[config.mk]
export PLATFORM = sky130hd
export DESIGN_NAME = shift_normalizer
export DESIGN_NICKNAME = d
export VERILOG_FILES = /design/src/rtl/shift_normalizer.sv
export SDC_FILE = /design/constraint.sdc
export NUM_CORES = 1
export LEC_CHECK = 0
export CAP_MARGIN = 30
export CORE_UTILIZATION = 40
export CTS_CLUSTER_SIZE = 25
export DETAILED_ROUTE_END_ITERATION = 6
export PLACE_DENSITY_LB_ADDON = 0.08
export SYNTH_ARGS = -nofsm -noshare
export SYNTH_HDL_FRONTEND = slang
export SYNTH_SLANG_ARGS = --single-unit
[constraint.sdc]
create_clock -name i_clk -period 2.2 [get_ports i_clk]
set_clock_uncertainty 0.1 [all_clocks]
set_input_delay 0.33 -clock i_clk [delete_from_list [all_inputs] [get_ports i_clk]]
set_output_delay 0.33 -clock i_clk [all_outputs]
set_load 0.02 [all_outputs]
[src/rtl/shift_normalizer.sv]
// Iterative left-shift normalizer: shifts one bit per clock until normalized and reports the count.
// Optional signed normalization (i_signed port) is enabled by defining SHIFT_NORM_SIGNED_EN.
module shift_normalizer #(
  parameter int WIDTH       = 32,
  parameter int SHIFT_WIDTH = 5
) (
  input  logic                   i_clk,
  input  logic                   i_rst_n,
  input  logic                   i_start,
  input  logic [WIDTH-1:0]       i_data,
`ifdef SHIFT_NORM_SIGNED_EN
  input  logic                   i_signed,
`endif
  output logic                   o_ready,
  output logic                   o_busy,
  output logic                   o_done,
  output logic [WIDTH-1:0]       o_data,
  output logic [SHIFT_WIDTH-1:0] o_shift,
  output logic                   o_zero
);

  typedef enum logic [1:0] {
    S_IDLE = 2'd0,
    S_BUSY = 2'd1,
    S_DONE = 2'd2
  } state_t;

  state_t                 r_state;
  state_t                 w_next;
  logic [WIDTH-1:0]       r_work;
  logic [SHIFT_WIDTH-1:0] r_cnt;
  logic                   r_ready;
  logic                   r_busy;
  logic                   r_done;
  logic [WIDTH-1:0]       r_data;
  logic [SHIFT_WIDTH-1:0] r_shift;
  logic                   r_zero;
  logic                   w_zero;
  logic                   w_norm;

`ifdef SHIFT_NORM_SIGNED_EN
  logic r_mode;
  // Signed operands are normalized once the sign bit differs from the bit below it.
  assign w_norm = r_mode ? (r_work[WIDTH-1] ^ r_work[WIDTH-2]) : r_work[WIDTH-1];
`else
  assign w_norm = r_work[WIDTH-1];
`endif
  assign w_zero = (r_work == {WIDTH{1'b0}});

  always_comb begin
    w_next = r_state;
    case (r_state)
      S_IDLE: begin
        if (i_start) w_next = S_BUSY;
        else         w_next = S_IDLE;
      end
      S_BUSY: begin
        if (w_zero || w_norm) w_next = S_DONE;
        else                  w_next = S_BUSY;
      end
      S_DONE:  w_next = S_IDLE;
      default: w_next = S_IDLE;
    endcase
  end

  // Status outputs are registered from the next state so they line up with r_state.
  always_ff @(posedge i_clk) begin
    if (!i_rst_n) begin
      r_state <= S_IDLE;
      r_ready <= 1'b1;
      r_busy  <= 1'b0;
      r_done  <= 1'b0;
    end else begin
      r_state <= w_next;
      r_ready <= (w_next == S_IDLE);
      r_busy  <= (w_next == S_BUSY);
      r_done  <= (w_next == S_DONE);
    end
  end

  always_ff @(posedge i_clk) begin
    if (!i_rst_n) begin
      r_work  <= {WIDTH{1'b0}};
      r_cnt   <= {SHIFT_WIDTH{1'b0}};
`ifdef SHIFT_NORM_SIGNED_EN
      r_mode  <= 1'b0;
`endif
      r_data  <= {WIDTH{1'b0}};
      r_shift <= {SHIFT_WIDTH{1'b0}};
      r_zero  <= 1'b0;
    end else begin
      case (r_state)
        S_IDLE: begin
          if (i_start) begin
            r_work <= i_data;
            r_cnt  <= {SHIFT_WIDTH{1'b0}};
`ifdef SHIFT_NORM_SIGNED_EN
            r_mode <= i_signed;
`endif
          end
        end
        S_BUSY: begin
          if (w_zero) begin
            r_zero  <= 1'b1;
            r_data  <= {WIDTH{1'b0}};
            r_shift <= {SHIFT_WIDTH{1'b0}};
          end else if (w_norm) begin
            r_zero  <= 1'b0;
            r_data  <= r_work;
            r_shift <= r_cnt;
          end else begin
            // A nonzero operand normalizes within WIDTH-1 shifts, so r_cnt cannot wrap.
            r_work <= {r_work[WIDTH-2:0], 1'b0};
            r_cnt  <= r_cnt + SHIFT_WIDTH'(1);
          end
        end
        default: begin
        end
      endcase
    end
  end

  assign o_ready = r_ready;
  assign o_busy  = r_busy;
  assign o_done  = r_done;
  assign o_data  = r_data;
  assign o_shift = r_shift;
  assign o_zero  = r_zero;

endmodule

==> run summary <==
Clock latency reported for the late side of the worst-skew pair - 350 ps
Mux cell area share after synthesis - 0
Net count, final - 404
Worst setup path class - register to register
Worst Path Max Fanout - 68
Post-synthesis sequential element count - 80
Total Routed Length - 7690 µm
Commonest non-fill, non-tap cell in the layout - sky130_fd_sc_hd__dfxtp_1
Run status - finished clean
Net count after synthesis - 328
Post-detailed-placement cell area - 3830 µm²
Proportion of layout cells with a drive suffix above 1 - 0.0995
Max transition margin - 0.667
Initial DRC Count - 158
Ratio of final minimum period to clock period - 0.940
Simple-gate area share of the yosys netlist - 0.103
Critical hold path startpoint - o_shift[0]$_SDFFE_PN0P_
CTS resizes - 0
Fmax - 483 MHz
Buffer cell driving the clock tree root - sky130_fd_sc_hd__clkbuf_8
Gate count of the mapped netlist - 292
Area overhead of the layout relative to synthesis - 38.7%
Commonest cells after routing, fill and taps aside - sky130_fd_sc_hd__dfxtp_1, sky130_fd_sc_hd__clkdlybuf4s50_1, sky130_fd_sc_hd__nor2_1, sky130_fd_sc_hd__a22o_1, sky130_fd_sc_hd__a21oi_1
Clock slew seen by the registers of the worst setup and hold paths - 80 ps
DRC errors left - 0
Highest-utilization routing layer at the global route stage - met2
Detailed Routing Iterations Pass 1 - 4
Num Clock Sinks - 80
Final Critical Period - 2070 ps
Initial antenna violation count - 0
Critical path required time - 2390 ps
Area of all placed cells without fillers - 4070 µm²
Capture instance of the worst register-to-register path - r_cnt[3]$_SDFFE_PN0P_
Antenna-violating nets left - 0
Wire length per cell - 16.4 µm
HPWL after detailed placement - 5050 µm
Die extent in y - 87.6 µm
PnR worst setup slack - 131 ps
H-tree depth reported by CTS - 3
Slack of the worst reg-to-reg path - 130 ps
Placement Setup Slack - 109 ps
Std cell rows - 30
Die X - 87.6 µm
Overall routing resource usage - 0.209
Summed instance area of the synthesized netlist - 2930 µm²
Reg-to-Reg Start - r_work[12]$_SDFFE_PN0P_
Clock buffers created by TritonCTS - 9
Xor-xnor portion of the synthesized cell area - 0
Number of buffers inserted by hold repair at cts - 0
Power per unit of standard cell area - 846 nW/µm²
Unrepaired setup endpoints after global routing - false
Cells after DPL - 451
Overall overflow remaining after global route - 0
Dominant synthesized flop cell - sky130_fd_sc_hd__dfxtp_1
Adder-cell share of the synthesized area - 0.00427
Core Area - 6940 µm²
Syn_area_per_cell - 10.0 µm²
Diode count - 0
Slew Viols, Final - 0
Largest net degree at the start of global routing - 69
Number of buffer cells added on primary ports - 75
Number of warning messages in the yosys log - 0
Number of setup violations in the final report - 0
Class of the worst hold path - register to register
Hold EP - o_shift[0]$_SDFFE_PN0P_
Worst IR Drop VDD - 0.498 mV
Effective utilization at floorplan - 0.422
Met3 track utilization from global routing - 0.0613
Max-cap violation count - 0
Boundary pin count - 76
Synth Area in Compound Gates - 0.300
Longest Clk Path Bufs - 2
Actual transition at the worst max-transition pin - 499 ps
Largest family of logic cells by synthesized area - compound AO/OA/AOI/OAI gates
Leakage dissipation - 1.52 nW
Register-to-Register Path Depth - 7
Via density per instance - 5.66
Number of enable flip-flop cells after synthesis - 0
Routed vias - 2648
Data arrival time of the critical path - 2260 ps
Async set-reset flop share out of synthesis - 0
Sequential fraction of the synthesis area - 0.546
Fin util - 0.586
Number of distinct standard cells referenced by the synthesized netlist - 31
Number of hold violations in the final report - 0
CTS tree - yes
M1 GR Usage - 0.293
Global routing usage on met2 - 0.313
Critical path capture point type - register
Worst Setup Start Kind - register
Routability congestion estimate from global placement - 0.832
Wire length of the first global-routing pass - 12100 µm
Vias in the first global route - 2407
Total negative setup slack - 0 ps
Worst hold path depth - 1
Area of the die - 7680 µm²
Finished Layout Cells - 468
where the power goes:
| part | internal (mW) | leakage (nW) | switching [mW] |
|---|---|---|---|
| clock network | 0.694 | 0.112 | 0.507 |
| registers | 1.56 | 0.654 | 0.111 |
| logic | 0.267 | 0.752 | 0.302 |
area by class of cell:
type | instances | area, µm²
fillers | 612 | 2880
flip-flops and latches | 80 | 1600
multi-input cells | 181 | 1200
repair buffers | 93 | 911
clock buffers | 12 | 155
well taps | 96 | 120
clock inverters | 3 | 65.1
inverters | 3 | 11.3
sequential cells by signal, summed over array words and instances (netlist names), 2 cells and up:
register / cells
r_cnt: 5
o_shift: 5
r_state: 2
r_work: 32
o_data: 32
cells in the mapped netlist (5+ instances only):
library cell / n / area [µm²]
sky130_fd_sc_hd__dfxtp_1: 80 / 1600
sky130_fd_sc_hd__a22o_1: 36 / 315
sky130_fd_sc_hd__nor2_1: 36 / 135
sky130_fd_sc_hd__a21oi_1: 35 / 175
sky130_fd_sc_hd__o221ai_1: 30 / 263
sky130_fd_sc_hd__clkbuf_1: 19 / 71.3
sky130_fd_sc_hd__buf_2: 7 / 35.0
sky130_fd_sc_hd__nor4_1: 7 / 43.8
sky130_fd_sc_hd__nand2_1: 6 / 22.5
sky130_fd_sc_hd__o21ai_0: 5 / 25.0
worst max-delay path by stage:
stage | start | endpoint | slack, ps | cells after the start
floorplan | r_work[31]$_SDFFE_PN0P_ | o_data[10]$_SDFFE_PN0P_ | 440 | 7
finish | r_work[12]$_SDFFE_PN0P_ | r_cnt[3]$_SDFFE_PN0P_ | 130 | 7
detailed placement | r_work[11]$_SDFFE_PN0P_ | r_cnt[4]$_SDFFE_PN0P_ | 110 | 6
global route | r_work[11]$_SDFFE_PN0P_ | r_work[23]$_SDFFE_PN0P_ | 9 | 7
global placement | r_work[11]$_SDFFE_PN0P_ | r_cnt[3]$_SDFFE_PN0P_ | 130 | 6
CTS | r_work[11]$_SDFFE_PN0P_ | r_cnt[4]$_SDFFE_PN0P_ | 50 | 6
what timing repair did:
item / CTS / global route
endpoints found under the setup margin: 0 / 54
buffers inserted: 0 / 2
endpoints found under the hold margin: 0 / 0
metrics by stage:
| step | hold WS [ps] | power (mW) |
|---|---|---|
| floorplan | 358 | 2.02 |
| global placement | 354 | 2.25 |
| global route | 392 | 3.60 |
| CTS | 380 | 3.46 |
| finish | 374 | 3.44 |
| detailed placement | 354 | 2.26 |
cells by family after synthesis:
family                   after synthesis
AND/OR/NAND/NOR                       64
flip-flops                            80
buffers and inverters                 31
AO/OA/AOI/OAI                        116
adder cells (fa/ha/maj)                1
layer usage:
layer	routed length, µm	part of all wire	vias up
met3	350	0.045	13
met2	3470	0.45	77
li1	-	-	1283
met4	95	0.012	0
met1	3780	0.49	1275
met5	0	0	-
worst max-delay path, cell delays in order (launching register included):
cell and delay (ps):
sky130_fd_sc_hd__dfxtp_1 350, sky130_fd_sc_hd__nor4_1 390, sky130_fd_sc_hd__nand4_1 130, sky130_fd_sc_hd__buf_4 190
sky130_fd_sc_hd__o211ai_4 200, sky130_fd_sc_hd__buf_12 290, sky130_fd_sc_hd__o311ai_0 180, sky130_fd_sc_hd__a21oi_1 150
Note: power is estimated with default switching activity, not from simulation.
